$ cat src/rtl/psum_collect_pkg.sv
// Shared types and constants for the PE-array result collector.
// Saturation markers match the array's clamped 8-bit write bus.
package psum_collect_pkg;

  typedef enum logic [1:0] {
    IDLE,
    FILL,
    DRAIN
  } state_e;

  localparam logic [7:0] SAT_POS   = 8'h7F;
  localparam logic [7:0] SAT_NEG   = 8'h80;
  localparam int         DEPTH_DEF = 9;

endpackage

$ cat src/rtl/result_buffer.sv
// Frame storage: DEPTH x DATA_W registers, sync write, async read.
// Out-of-range addresses write nothing and read zero.
module result_buffer
  import psum_collect_pkg::*;
#(
  parameter int DATA_W = 8,
  parameter int DEPTH  = DEPTH_DEF,
  parameter int CNT_W  = 4
) (
  input  logic              clk,
  input  logic              we_i,
  input  logic [CNT_W-1:0]  waddr_i,
  input  logic [DATA_W-1:0] wdata_i,
  input  logic [CNT_W-1:0]  raddr_i,
  output logic [DATA_W-1:0] rdata_o
);

  localparam logic [CNT_W-1:0] DEPTH_C = CNT_W'(DEPTH);

  logic [DATA_W-1:0] mem_q [DEPTH];

  always_ff @(posedge clk) begin
    if (we_i && (waddr_i < DEPTH_C)) begin
      mem_q[waddr_i] <= wdata_i;
    end
  end

  assign rdata_o = (raddr_i < DEPTH_C) ? mem_q[raddr_i] : '0;

endmodule

$ cat src/rtl/psum_result_collector.sv
// Collects one frame of PE-array results, then drains it to the host
// over ready/valid while tracking saturation and protocol misuse.
module psum_result_collector
  import psum_collect_pkg::*;
#(
  parameter int DATA_W = 8,
  parameter int DEPTH  = DEPTH_DEF,
  parameter int CNT_W  = 4
) (
  input  logic              clk,
  input  logic              RST,
  input  logic [DATA_W-1:0] write_i,
  input  logic              capture_i,
  input  logic              frame_start_i,
  input  logic [CNT_W-1:0]  frame_len_i,
  output logic [DATA_W-1:0] out_data_o,
  output logic              out_valid_o,
  input  logic              out_ready_i,
  output logic              out_last_o,
  output logic              busy_o,
  output logic              frame_done_o,
  output logic [CNT_W-1:0]  sat_count_o,
  output logic              overflow_o
);

  localparam logic [CNT_W-1:0] DEPTH_C = CNT_W'(DEPTH);
  localparam logic [CNT_W-1:0] ONE     = CNT_W'(1);

  state_e           state_q, state_d;
  logic [CNT_W-1:0] wr_q, wr_d;
  logic [CNT_W-1:0] rd_q, rd_d;
  logic [CNT_W-1:0] len_q, len_d;
  logic [CNT_W-1:0] sat_q, sat_d;
  logic             ovf_q, ovf_d;
  logic             done_q, done_d;
  logic             we;
  logic             is_sat;
  logic             last;
  logic [CNT_W-1:0] len_clamp;
  logic [DATA_W-1:0] rdata;

  result_buffer #(
    .DATA_W (DATA_W),
    .DEPTH  (DEPTH),
    .CNT_W  (CNT_W)
  ) u_buf (
    .clk     (clk),
    .we_i    (we),
    .waddr_i (wr_q),
    .wdata_i (write_i),
    .raddr_i (rd_q),
    .rdata_o (rdata)
  );

  assign is_sat = (write_i == DATA_W'(SAT_POS)) ||
                  (write_i == DATA_W'(SAT_NEG));
  assign last   = (rd_q == len_q - ONE);

  // Zero or oversize requests mean a full output-stationary readout.
  assign len_clamp = ((frame_len_i == '0) || (frame_len_i > DEPTH_C)) ?
                     DEPTH_C : frame_len_i;

  always_comb begin
    state_d = state_q;
    wr_d    = wr_q;
    rd_d    = rd_q;
    len_d   = len_q;
    sat_d   = sat_q;
    ovf_d   = ovf_q;
    done_d  = 1'b0;
    we      = 1'b0;
    unique case (state_q)
      IDLE: begin
        if (frame_start_i) begin
          state_d = FILL;
          len_d   = len_clamp;
          wr_d    = '0;
          sat_d   = '0;
          ovf_d   = 1'b0;
        end else if (capture_i) begin
          ovf_d = 1'b1;
        end
      end
      FILL: begin
        if (frame_start_i) begin
          len_d = len_clamp;
          wr_d  = '0;
          sat_d = '0;
        end else if (capture_i) begin
          we   = 1'b1;
          wr_d = wr_q + ONE;
          if (is_sat && (sat_q != '1)) begin
            sat_d = sat_q + ONE;
          end
          if (wr_q + ONE == len_q) begin
            state_d = DRAIN;
            rd_d    = '0;
            done_d  = 1'b1;
          end
        end
      end
      DRAIN: begin
        if (capture_i || frame_start_i) begin
          ovf_d = 1'b1;
        end
        if (out_ready_i) begin
          rd_d = rd_q + ONE;
          if (last) begin
            state_d = IDLE;
          end
        end
      end
      default: state_d = IDLE;
    endcase
  end

  always_ff @(posedge clk or posedge RST) begin
    if (RST) begin
      state_q <= IDLE;
      wr_q    <= '0;
      rd_q    <= '0;
      len_q   <= '0;
      sat_q   <= '0;
      ovf_q   <= 1'b0;
      done_q  <= 1'b0;
    end else begin
      state_q <= state_d;
      wr_q    <= wr_d;
      rd_q    <= rd_d;
      len_q   <= len_d;
      sat_q   <= sat_d;
      ovf_q   <= ovf_d;
      done_q  <= done_d;
    end
  end

  assign out_valid_o  = (state_q == DRAIN);
  assign out_data_o   = out_valid_o ? rdata : '0;
  assign out_last_o   = out_valid_o && last;
  assign busy_o       = (state_q != IDLE);
  assign frame_done_o = done_q;
  assign sat_count_o  = sat_q;
  assign overflow_o   = ovf_q;

endmodule

$ cat config.mk
export PLATFORM = sky130hd
export DESIGN_NAME = psum_result_collector
export DESIGN_NICKNAME = d
export VERILOG_FILES = /design/src/rtl/psum_collect_pkg.sv /design/src/rtl/result_buffer.sv /design/src/rtl/psum_result_collector.sv
export SDC_FILE = /design/constraint.sdc
export NUM_CORES = 1
export LEC_CHECK = 0
export ABC_AREA = 1
export CAP_MARGIN = 25
export CORE_AREA = 3 3 128 130
export DETAILED_ROUTE_END_ITERATION = 10
export DIE_AREA = 0 0 131 133
export PLACE_DENSITY = 0.56
export SETUP_SLACK_MARGIN = 0.5
export SKIP_CTS_REPAIR_TIMING = 1
export SLEW_MARGIN = 20
export SYNTH_ARGS = -nofsm -noshare
export SYNTH_HDL_FRONTEND = slang
export SYNTH_HIERARCHICAL = 1
export SYNTH_SLANG_ARGS = --single-unit
$ cat constraint.sdc
create_clock -name clk -period 2 [get_ports clk]
set_input_delay 0.3 -clock clk [delete_from_list [all_inputs] [get_ports clk]]
set_output_delay 0.3 -clock clk [all_outputs]
set_load 0.01 [all_outputs]
[After elaboration in Yosys (flattened, before gate mapping)]
Memory sizes are Yosys's and may differ from the RTL's.
Index checks and enable logic that the tools add are counted.
Cells by class
  reduce and logical (&&, ||, !) cells: 19
  add/sub/neg operators: 4
  order comparisons: 3
  eq/ne operators: 17
  multiplexer cells: 36
Operator list (count)
  two-way mux 4 bit: 11
  case mux 4 bit (2 select lines): 3
  two-way mux 8 bit: 2
  adder 4 x 1 -> 4 bit (second input constant): 3
  two-way mux 1 bit: 12
  two-way mux 2 bit: 6
  inequality test 3 bit (second input constant): 3
  == test 4 bit: 2
  == test 8 x 7 -> 1 bit (second input constant): 1
  == test 8 bit (second input constant): 1
  < comparator 4 bit (second input constant): 2
  inequality test 2 bit (second input constant): 4
  nonzero test 2 bit: 4
  inequality test 2 x 1 -> 1 bit (second input constant): 3
  case mux 2 bit (3 select lines): 1
  AND reduction 3 bit: 2
  AND reduction 6 bit: 1
  AND reduction 5 bit: 1
  > comparator 4 bit (second input constant): 1
  logical NOT 4 bit: 1
  inequality test 4 bit (second input constant): 1
  AND reduction 4 bit: 1
  subtractor 4 x 1 -> 4 bit (second input constant): 1
  logical AND 1 bit: 3
  7 further kinds: 9
Word-level totals
  register bits after elaboration: 20
  memories: 1
  output and inout port bits: 17
  bits in writable memories: 72
Memories
  u_buf.mem_q: words 9, bits a word 8, rd ports 1, clocked after Yosys merged registers in 0, write ports 1, RTL line result_buffer.sv:20  | logic [DATA_W-1:0] mem_q [DEPTH];

[Logic depth before layout (Yosys ltp)]
Gate-level depths: netlist (run 1).
  depth after elaboration: 7
  depth in mapped cells: 12
  mapped depth without buffers: 12

[Hierarchy]
Netlist (run 1), hierarchy kept.
Modules (own cells, without submodules)
  result_buffer: cells each 303, instances 1, area each 3144.3 µm²
  psum_result_collector: cells each 219, instances 1, area each 1421.4 µm²

[Worst setup path before layout (run 1)]
Ideal clock, no wire load.
  kind: flip-flop to flip-flop
  from: reg state_q[1]
  to: mem u_buf.mem_q[1][0], enable pin
  path buffers: 0
  data required time: 1630 ps
  period minus slack after synthesis: 1980 ps
  path slack: 20 ps
  data arrival time: 1610 ps
  setup time: 370 ps
  stages on the path, launching flop included: 8
  cells stage by stage: dfrtp_1 > nor2_4 > nand2_2 > nor2_2 > nand3_1 > nand2_1 > nand3_1 > nor2_1
Between the ends
  longest elaborated chain between the ends: 5
Ends and longest elaborated chain
  from (decl): RTL line psum_result_collector.sv:29  | state_e state_q, state_d;
  from (signal assigned): RTL line psum_result_collector.sv:127  | state_q <= state_d;
  == test 2 x 1 -> 1 bit: RTL line psum_result_collector.sv:72  | unique case (state_q)
  two-way mux 1 bit: RTL line psum_result_collector.sv:72
  net we: RTL line psum_result_collector.sv:36  | logic we;
  logical AND 1 bit: RTL line result_buffer.sv:23  | if (we_i && (waddr_i < DEPTH_C)) begin
  two-way mux 1 bit: RTL line result_buffer.sv:23
  two-way mux 1 bit (not written as such): RTL line result_buffer.sv:24  | mem_q[waddr_i] <= wdata_i;
  to (decl): RTL line result_buffer.sv:20
The timed path passes the listed nets, and every way through them passes these cells.

[Final worst setup path (run 1)]
  from: reg rd_q[1]
  to: out out_data_o[4]
Between the ends
  longest elaborated chain between the ends: 3
  elaborated cells on any way between the ends: 4
  classes of those cells: order compare: 1; mux: 2; memory: 1
Ends and longest elaborated chain
  from (decl): RTL line psum_result_collector.sv:31  | logic [CNT_W-1:0] rd_q, rd_d;
  from (signal assigned): RTL line psum_result_collector.sv:129  | rd_q <= rd_d;
  memory read (9 x 8 bit) or < comparator 4 bit (tied branches)
  two-way mux 8 bit (*): RTL line result_buffer.sv:28  | assign rdata_o = (raddr_i < DEPTH_C) ? mem_q[raddr_i] : '0;
  net rdata[4]: RTL line psum_result_collector.sv:40  | logic [DATA_W-1:0] rdata;
  two-way mux 8 bit (*): RTL line psum_result_collector.sv:138  | assign out_data_o = out_valid_o ? rdata : '0;
  to (decl): RTL line psum_result_collector.sv:16  | output logic [DATA_W-1:0] out_data_o,
The timed path passes the listed nets; every way through them passes the cells marked *.

==> reports/results.ini, run 1 <==
[outcome]
status = finished, violations left
violations = setup timing

[clock_network]
cts_max_path_buffers = 2
cts_tree = yes
cts.reportedPaths.clkPinSlew_ps = 60
clockRootBuffer = clkbuf_16
clock_latency_ps = 340
h-tree-depth = 3
cts_num_sinks = 92
numCtsBuffers = 9

[die]
core-area_um2 = 15300
rows = 45
fp.dieArea_um2 = 17400
die_w_um = 131
num_io_pins = 34
dieHeight_um = 133
start_util = 0.299

[layout]
area_delta_synth_final_pct = 42.3
fin_nets = 643
drive_above_1_share = 0.325
final_common_cell = nand2_1
fin_area_um2 = 6490
postLayoutCoreUtil = 0.426
antenna_cells = 0
final_cell_mix = nand2_1 (145), inv_1 (82), edfxtp_1 (72)

[worst_setup_path]
cp.required_ps = 1700
crit_arrival_ps = 1730
r2r_cells = 10
r2r-end = u_buf/mem_q[4][0]
path_class = reg -> out
cp-start-kind = register
r2r-start = state_q[0]
endpoint_kind = primary output
regToRegSetupSlack_ps = 120
cp_max_fo = 6

[synth]
syn_nets = 543
ys_ff_latch = 92
ys_top_cells_by_area = edfxtp_1 (47%), nand2_1 (14%), dfrtp_1 (11%), nand3_1 (8.0%), inv_1 (7.2%)
syn_inst = 522
postSynth.asyncResetShare = 0.217
synth_area_um2 = 4570
yosys.area.top_type_share = 0.474
syn_area_per_cell_um2 = 8.75
synth_edf_count = 72
yosysTopAreaCell = edfxtp_1
ys_types = 30
yosysSeqAreaShare = 0.583
ys_warn_count = 6
synth_ff_type = edfxtp_1

[power_and_ir_drop]
p_per_area_nw_per_um2 = 1000
p_leak_nw = 3.01
peakVddDrop_v = 0.000561
power.total_mw = 6.52

[drt]
detail_route.wl_per_cell_um = 13.9
drcViolationCount = 0
postRouteAntennaNets = 0
vias_per_cell = 4.49
wirelength_um = 11600
drt_first_pass_iters = 4
dr_total_vias = 3762
drtIter0Drc = 209

[sta]
max_slew_margin = 0.737
fin_crit_sh = 1.01
clock.fmax_mhz = 493
layout_min_cycle_time_ps = 2030
hold_violations = 0
final_max_slew_viol_count = 0
worst_pin_slew_ps = 394
holdWs_ps = 293
setup_viol = 3
rsz0062_at_grt = yes
fin_skew_ps = 9.20
fin_ws_ps = -28.5

[global_routing]
grt_first_pass_wirelength_um = 18000
grt_max_degree = 21
grt_overflow = 0
grt_antenna_before_repair = 0
grt_pass1_vias = 3824
grt_util_all_layers = 0.132

[place]
hpwl_um = 8120
place_congestion = 0.854
postPlaceCellArea_um2 = 5660
numPortBuffers = 33

[run]
cap_violations = 0

[hold_path]
min_path_type = in -> async

## cells in the mapped netlist (2+ instances only)
| library cell | instances |
|---|---|
| nor2_1 | 35 |
| o21ai_1 | 3 |
| buf_2 | 7 |
| nand4_1 | 3 |
| buf_6 | 2 |
| nand2_2 | 5 |
| inv_1 | 88 |
| o22ai_1 | 2 |
| o21ai_0 | 3 |
| xor2_1 | 3 |
| edfxtp_1 | 72 |
| ha_1 | 4 |
| xnor2_1 | 2 |
| dfrtp_1 | 20 |
| nand2_1 | 167 |
| nor3_1 | 3 |
| inv_2 | 12 |
| nand3_1 | 73 |
| a21oi_1 | 4 |
| nor2_4 | 2 |
| buf_4 | 3 |
## per-stage QoR
stage | setup slack [ps] | cells | setup TNS [ps]
final | -28.5 | 838 | -49.6
after global routing | -135 | 838 | -752
after CTS | -500 | 814 | -4540
after detailed placement | -123 | 798 | -1400
after global placement | -137 | 798 | -985
after floorplan | 288 | 522 | 0
## critical path: stages (launching register included)
cell	delay, ps
dfrtp_2	460
nor4_4	300
buf_6	160
buf_6	120
nand2_1	50
nand2_1	70
inv_1	50
nor2_2	60
buf_2	130
## sequential cells by signal, indices dropped and copies added (netlist names)
| register | cells |
|---|---|
| wr_q | 4 |
| frame_done_o | 1 |
| sat_count_o | 4 |
| state_q | 2 |
| rd_q | 4 |
| u_buf/mem_q | 72 |
| len_q | 4 |
| overflow_o | 1 |
## worst max-delay path by stage
stage,depth (start not counted),startpoint,endpoint
2_1_floorplan,7,state_q[1],u_buf/mem_q[1][0]
3_3_place_gp,8,rd_q[0],out_data_o[2]
3_5_place_dp,8,rd_q[0],out_data_o[7]
4_1_cts,8,rd_q[0],out_data_o[7]
5_1_grt,11,rd_q[0],out_data_o[4]
6_report,8,rd_q[1],out_data_o[4]
## cell type report
cell class / instances / area, um^2
clock inverters: 7 / 97.6
inverters: 101 / 390
clock buffers: 9 / 225
repair buffers: 100 / 1000
flip-flops and latches: 92 / 2670
well taps: 211 / 264
multi-input cells: 318 / 1850
fillers: 1493 / 8760
## where the power goes
| part | switching [mW] | internal [mW] |
|---|---|---|
| Combinational | 1.31 | 1.04 |
| Clock | 0.722 | 1.10 |
| Sequential | 0.135 | 2.21 |
## logic make-up after synthesis
logic type,count (synthesis),synth area share
compound gates,15,0.0192
fa+ha+maj,4,0.0110
flops,92,0.583
buf+inv,113,0.101
xor+xnor,5,0.00959
simple gates,293,0.276
## layer usage
metal,track usage,vias up,share of wire
met1,0.149,1825,0.41
met3,0.0323,15,0.034
met5,0,-,0
met2,0.237,67,0.54
met4,0.0497,0,0.016
li1,-,1855,-
(Power assumes the default switching activity.)
==> run 2: changes to the inputs <==
Settings changed: CORE_AREA 3 3 128 130 to 2 2 98 123, DIE_AREA 0 0 131 133 to 0 0 100 125, PLACE_DENSITY 0.56 to 0.7.
==> reports/results.ini, run 2 (same netlist as run 1, synthesis figures left out) <==
[global_routing]
grt_overflow = 0  ; unchanged
grt_antenna_before_repair = 0  ; unchanged
grt_pass1_vias = 3802  ; was 3824
grt_first_pass_wirelength_um = 18300  ; was 18000 um
grt_max_degree = 24  ; was 21
grt_util_all_layers = 0.190  ; was 0.132

[layout]
area_delta_synth_final_pct = 38.3  ; was 42.3%
fin_nets = 640  ; was 643
stdcell_count = 762  ; was 838
largest-register = u_buf/mem_q  ; unchanged
antenna_cells = 0  ; unchanged
drive_above_1_share = 0.306  ; was 0.325
largest_register_ffs = 72  ; unchanged
final_common_cell = nand2_1  ; unchanged
final_cell_mix = nand2_1 (141), inv_1 (81), edfxtp_1 (72)  ; was nand2_1 (145), inv_1 (82), edfxtp_1 (72)

[power_and_ir_drop]
p_seq_frac = 0.376  ; was 0.360
switchingPower_mw = 2.12  ; was 2.17 mW
power.total_mw = 6.22  ; was 6.52 mW
peakVddDrop_v = 0.000751  ; was 0.000561 V
swShare = 0.341  ; was 0.333
p_int_mw = 4.10  ; was 4.35 mW
pwr-share-comb = 0.360  ; was 0.361
p_leak_nw = 2.95  ; was 3.01 nW
p_per_area_nw_per_um2 = 986  ; was 1000 nW/um^2
clock_power_share = 0.265  ; was 0.280

[clock_network]
cts.reportedPaths.clkPinSlew_ps = 60  ; about the same
h-tree-depth = 3  ; unchanged
clockRootBuffer = clkbuf_16  ; unchanged
cts_max_path_buffers = 2  ; unchanged
cts_tree = yes  ; unchanged
clock_latency_ps = 340  ; about the same
cts_num_sinks = 92  ; unchanged
numCtsBuffers = 9  ; unchanged

[sta]
setup_viol = 3  ; unchanged
layout_min_cycle_time_ps = 2030  ; about the same
max_slew_margin = 0.738  ; was 0.737
holdWs_ps = 306  ; was 293 ps
fin_skew_ps = 6.09  ; was 9.20 ps
finalSetupTns_ps = -80.5  ; was -49.6 ps
worst_pin_slew_ps = 392  ; was 394 ps
fin_crit_sh = 1.02  ; was 1.01
rsz0062_at_grt = yes  ; unchanged
clock.fmax_mhz = 491  ; was 493 MHz
hold_violations = 0  ; unchanged
final_max_slew_viol_count = 0  ; unchanged
fin_ws_ps = -34.9  ; was -28.5 ps

[worst_setup_path]
endpoint_kind = primary output  ; unchanged
cp.required_ps = 1700  ; about the same
path_class = reg -> out  ; unchanged
crit_arrival_ps = 1730  ; about the same
cp_max_fo = 5  ; was 6
cp-start-kind = register  ; unchanged

[drt]
detail_route.wl_per_cell_um = 15.9  ; was 13.9 um
drcViolationCount = 0  ; unchanged
dr_total_vias = 3879  ; was 3762
drtIter0Drc = 234  ; was 209
vias_per_cell = 5.09  ; was 4.49
postRouteAntennaNets = 0  ; unchanged
drt_first_pass_iters = 5  ; was 4
wirelength_um = 12100  ; was 11600 um

[run]
cap_violations = 0  ; unchanged

[outcome]
status = finished, violations left  ; unchanged
violations = setup timing  ; unchanged

[die]
fp.dieArea_um2 = 12500  ; was 17400 um^2
rows = 44  ; was 45
num_io_pins = 34  ; unchanged
dieHeight_um = 125  ; was 133 um
start_util = 0.399  ; was 0.299
die_w_um = 100  ; was 131 um
core-area_um2 = 11500  ; was 15300 um^2

[place]
place_congestion = 0.857  ; was 0.854
dp_slack_ps = -125  ; was -123 ps
dpl.cell_count = 720  ; was 798
numPortBuffers = 33  ; unchanged
hpwl_um = 7840  ; was 8120 um

[hold_path]
min_path_type = in -> async  ; unchanged

==> run 2: power by group through the flow <==
| stage | combinational, mW | clock [mW] | sequential (mW) |
|---|---|---|---|
| global route | 2.45 | 1.76 | 2.35 |
| global placement | 1.69 | 0 | 2.36 |
| finish | 2.24 | 1.65 | 2.34 |
| floorplan | 1.12 | 0 | 2.37 |
| CTS | 1.74 | 1.67 | 2.32 |
| detailed placement | 1.73 | 0 | 2.36 |
==> run 2: metal layers <==
metal / global-route usage / vias to the layer above / wire [um]
met3: 0.0285 / 34 / 553
met2: 0.331 / 139 / 6390
met4: 0.105 / 0 / 484
met5: 0 / - / 0
met1: 0.221 / 1849 / 4710
li1: - / 1857 / -
==> run 2: path summary, 6_finish.rpt <==
| path | from | to | slack [ps] | cells past startpoint |
|---|---|---|---|---|
| max in group asynchronous | RST | rd_q[0] | 1440 | 3 |
| hold reg to reg | wr_q[0] | wr_q[0] | 530 | 1 |
| hold / removal | RST | wr_q[3] | 310 | 3 |
| setup reg to reg | state_q[1] | u_buf/mem_q[7][0] | 160 | 8 |
| setup / recovery | rd_q[3] | out_data_o[1] | -30 | 9 |
| min in group clk | frame_start_i | sat_count_o[2] | 500 | 5 |
==> run 2: area by class of cell <==
class	instances	area, um^2
repair buffers	98	1000
clock buffers	10	229
clock inverters	6	56.3
flip-flops and latches	92	2670
multi-input cells	317	1780
inverters	101	404
fillers	971	5130
well taps	138	173
==> run 2: through the flow <==
stage	cell area (um^2)	util
after floorplan	4700	-
after global placement	5480	0.479
after detailed placement	5480	0.479
after CTS	5770	0.504
after global routing	6320	0.552
final	6320	0.552
==> run 2: worst max-delay path, stage by stage (launching register included) <==
cell     delay (ps)
dfrtp_1         420
inv_2            80
nor4_4          280
buf_4           190
buf_6           100
nand2_4          40
nand2_2          60
inv_2            30
nor2_2           60
buf_2           130
==> run 3: changes to the inputs <==
Settings changed: DONT_BUFFER_PORTS set to 1, PLACE_DENSITY 0.7 to 0.66.
==> reports/results.ini, run 3 (same netlist as run 1, synthesis figures left out) <==
[die]
core-area_um2 = 11500  ; unchanged
num_io_pins = 34  ; unchanged
start_util = 0.399  ; unchanged
die_w_um = 100  ; unchanged
dieHeight_um = 125  ; unchanged
rows = 44  ; unchanged
fp.dieArea_um2 = 12500  ; unchanged

[drt]
wirelength_um = 11300  ; was 12100 um
drt_first_pass_iters = 5  ; unchanged
postRouteAntennaNets = 0  ; unchanged
dr_total_vias = 3534  ; was 3879
detail_route.wl_per_cell_um = 16.2  ; was 15.9 um
drcViolationCount = 0  ; unchanged
vias_per_cell = 5.08  ; was 5.09
drtIter0Drc = 232  ; was 234

[power_and_ir_drop]
peakVddDrop_v = 0.000631  ; was 0.000751 V
p_per_area_nw_per_um2 = 1050  ; was 986 nW/um^2
power.total_mw = 5.87  ; was 6.22 mW
p_leak_nw = 2.45  ; was 2.95 nW

[sta]
layout_min_cycle_time_ps = 2040  ; was 2030 ps
max_slew_margin = 0.451  ; was 0.738
rsz0062_at_grt = yes  ; unchanged
worst_pin_slew_ps = 823  ; was 392 ps
fin_crit_sh = 1.02  ; about the same
clock.fmax_mhz = 491  ; about the same
fin_skew_ps = 8.73  ; was 6.09 ps
hold_violations = 0  ; unchanged
setup_viol = 9  ; was 3
fin_ws_ps = -38.0  ; was -34.9 ps
final_max_slew_viol_count = 0  ; unchanged

[clock_network]
cts_max_path_buffers = 2  ; unchanged
h-tree-depth = 3  ; unchanged
clockRootBuffer = clkbuf_16  ; unchanged
clock_latency_ps = 340  ; about the same
cts_tree = yes  ; unchanged
cts_num_sinks = 92  ; unchanged
numCtsBuffers = 9  ; unchanged
cts.reportedPaths.clkPinSlew_ps = 70  ; was 60 ps

[worst_setup_path]
cp_max_fo = 8  ; was 5
cp-start-kind = register  ; unchanged
r2r-start = state_q[1]  ; unchanged
crit_end = out_data_o[0]  ; was out_data_o[1]
crit_arrival_ps = 1740  ; was 1730 ps
r2r-end = u_buf/mem_q[5][6]  ; was u_buf/mem_q[7][0]
path_class = reg -> out  ; unchanged
regToRegSetupSlack_ps = 150  ; was 160 ps
crit_start = rd_q[0]  ; was rd_q[3]
r2r_cells = 7  ; was 8
endpoint_kind = primary output  ; unchanged
cp.required_ps = 1700  ; about the same

[global_routing]
grt_first_pass_wirelength_um = 16900  ; was 18300 um
grt_pass1_vias = 3312  ; was 3802
grt_antenna_before_repair = 0  ; unchanged
grt_max_degree = 39  ; was 24
grt_util_all_layers = 0.178  ; was 0.190
grt_overflow = 0  ; unchanged

[layout]
largest-register = u_buf/mem_q  ; unchanged
final_cell_mix = nand2_1 (151), inv_1 (82), edfxtp_1 (72)  ; was nand2_1 (141), inv_1 (81), edfxtp_1 (72)
stdcell_count = 695  ; was 762
fin_area_um2 = 5590  ; was 6320 um^2
postLayoutCoreUtil = 0.488  ; was 0.552
largest_register_ffs = 72  ; unchanged
n_fill_cell = 1046  ; was 971
area_delta_synth_final_pct = 22.5  ; was 38.3%
final_common_cell = nand2_1  ; unchanged
fin_nets = 573  ; was 640
antenna_cells = 0  ; unchanged
drive_above_1_share = 0.228  ; was 0.306

[hold_path]
min_path_type = in -> async  ; unchanged

[place]
place_congestion = 0.876  ; was 0.857
numPortBuffers = 0  ; was 33
postPlaceCellArea_um2 = 4880  ; was 5480 um^2
hpwl_um = 7510  ; was 7840 um
dpl.cell_count = 657  ; was 720

[outcome]
violations = setup timing  ; unchanged
status = finished, violations left  ; unchanged

[run]
cap_violations = 0  ; unchanged

-- run 3: report_power, final --
group | switching (mW) | leakage (nW) | internal, mW
clock | 0.715 | 0.132 | 0.967
combinational | 1.11 | 1.42 | 0.679
sequential | 0.183 | 0.901 | 2.21
total | 2.01 | 2.45 | 3.86
-- run 3: layer usage --
layer	share of wire	track usage	vias to the layer above
li1	-	-	1715
met4	0.045	0.110	0
met3	0.059	0.0341	26
met5	0	0	-
met1	0.40	0.216	1667
met2	0.50	0.289	126
-- run 3: worst min-delay path by stage --
stage / end / cells past startpoint / slack [ps]
6_report: overflow_o / 1 / 8
5_1_grt: u_buf/mem_q[7][4] / 0 / 40
4_1_cts: overflow_o / 1 / 30
3_5_place_dp: sat_count_o[1] / 1 / 400
3_3_place_gp: sat_count_o[1] / 1 / 390
2_1_floorplan: frame_done_o / 1 / 260
-- run 3: metrics by stage --
stage	setup slack, ps	TNS (ps)	hold slack (ps)
CTS	-269	-2110	27.2
floorplan	288	0	264
finish	-38.0	-249	7.87
global route	-109	-808	36.3
global placement	126	0	394
detailed placement	108	0	398
-- run 3: critical path, stage by stage, from the launching register on --
cell and delay, ps:
dfrtp_2 490, clkbuf_16 200, nor4_4 270, buf_6 170
nand2_1 50, nand2_1 50, inv_1 40, nor2_2 120
-- run 3: cell type report --
type                            instances  area (um^2)  area share
Clock buffer                           10          229      0.0409
Clock inverter                          6         65.1      0.0116
Inverter                              101          393      0.0702
Multi-Input combinational cell        317         1740       0.312
Sequential cell                        92         2670       0.478
Tap cell                              138          173      0.0309
Timing Repair Buffer                   31          318      0.0568
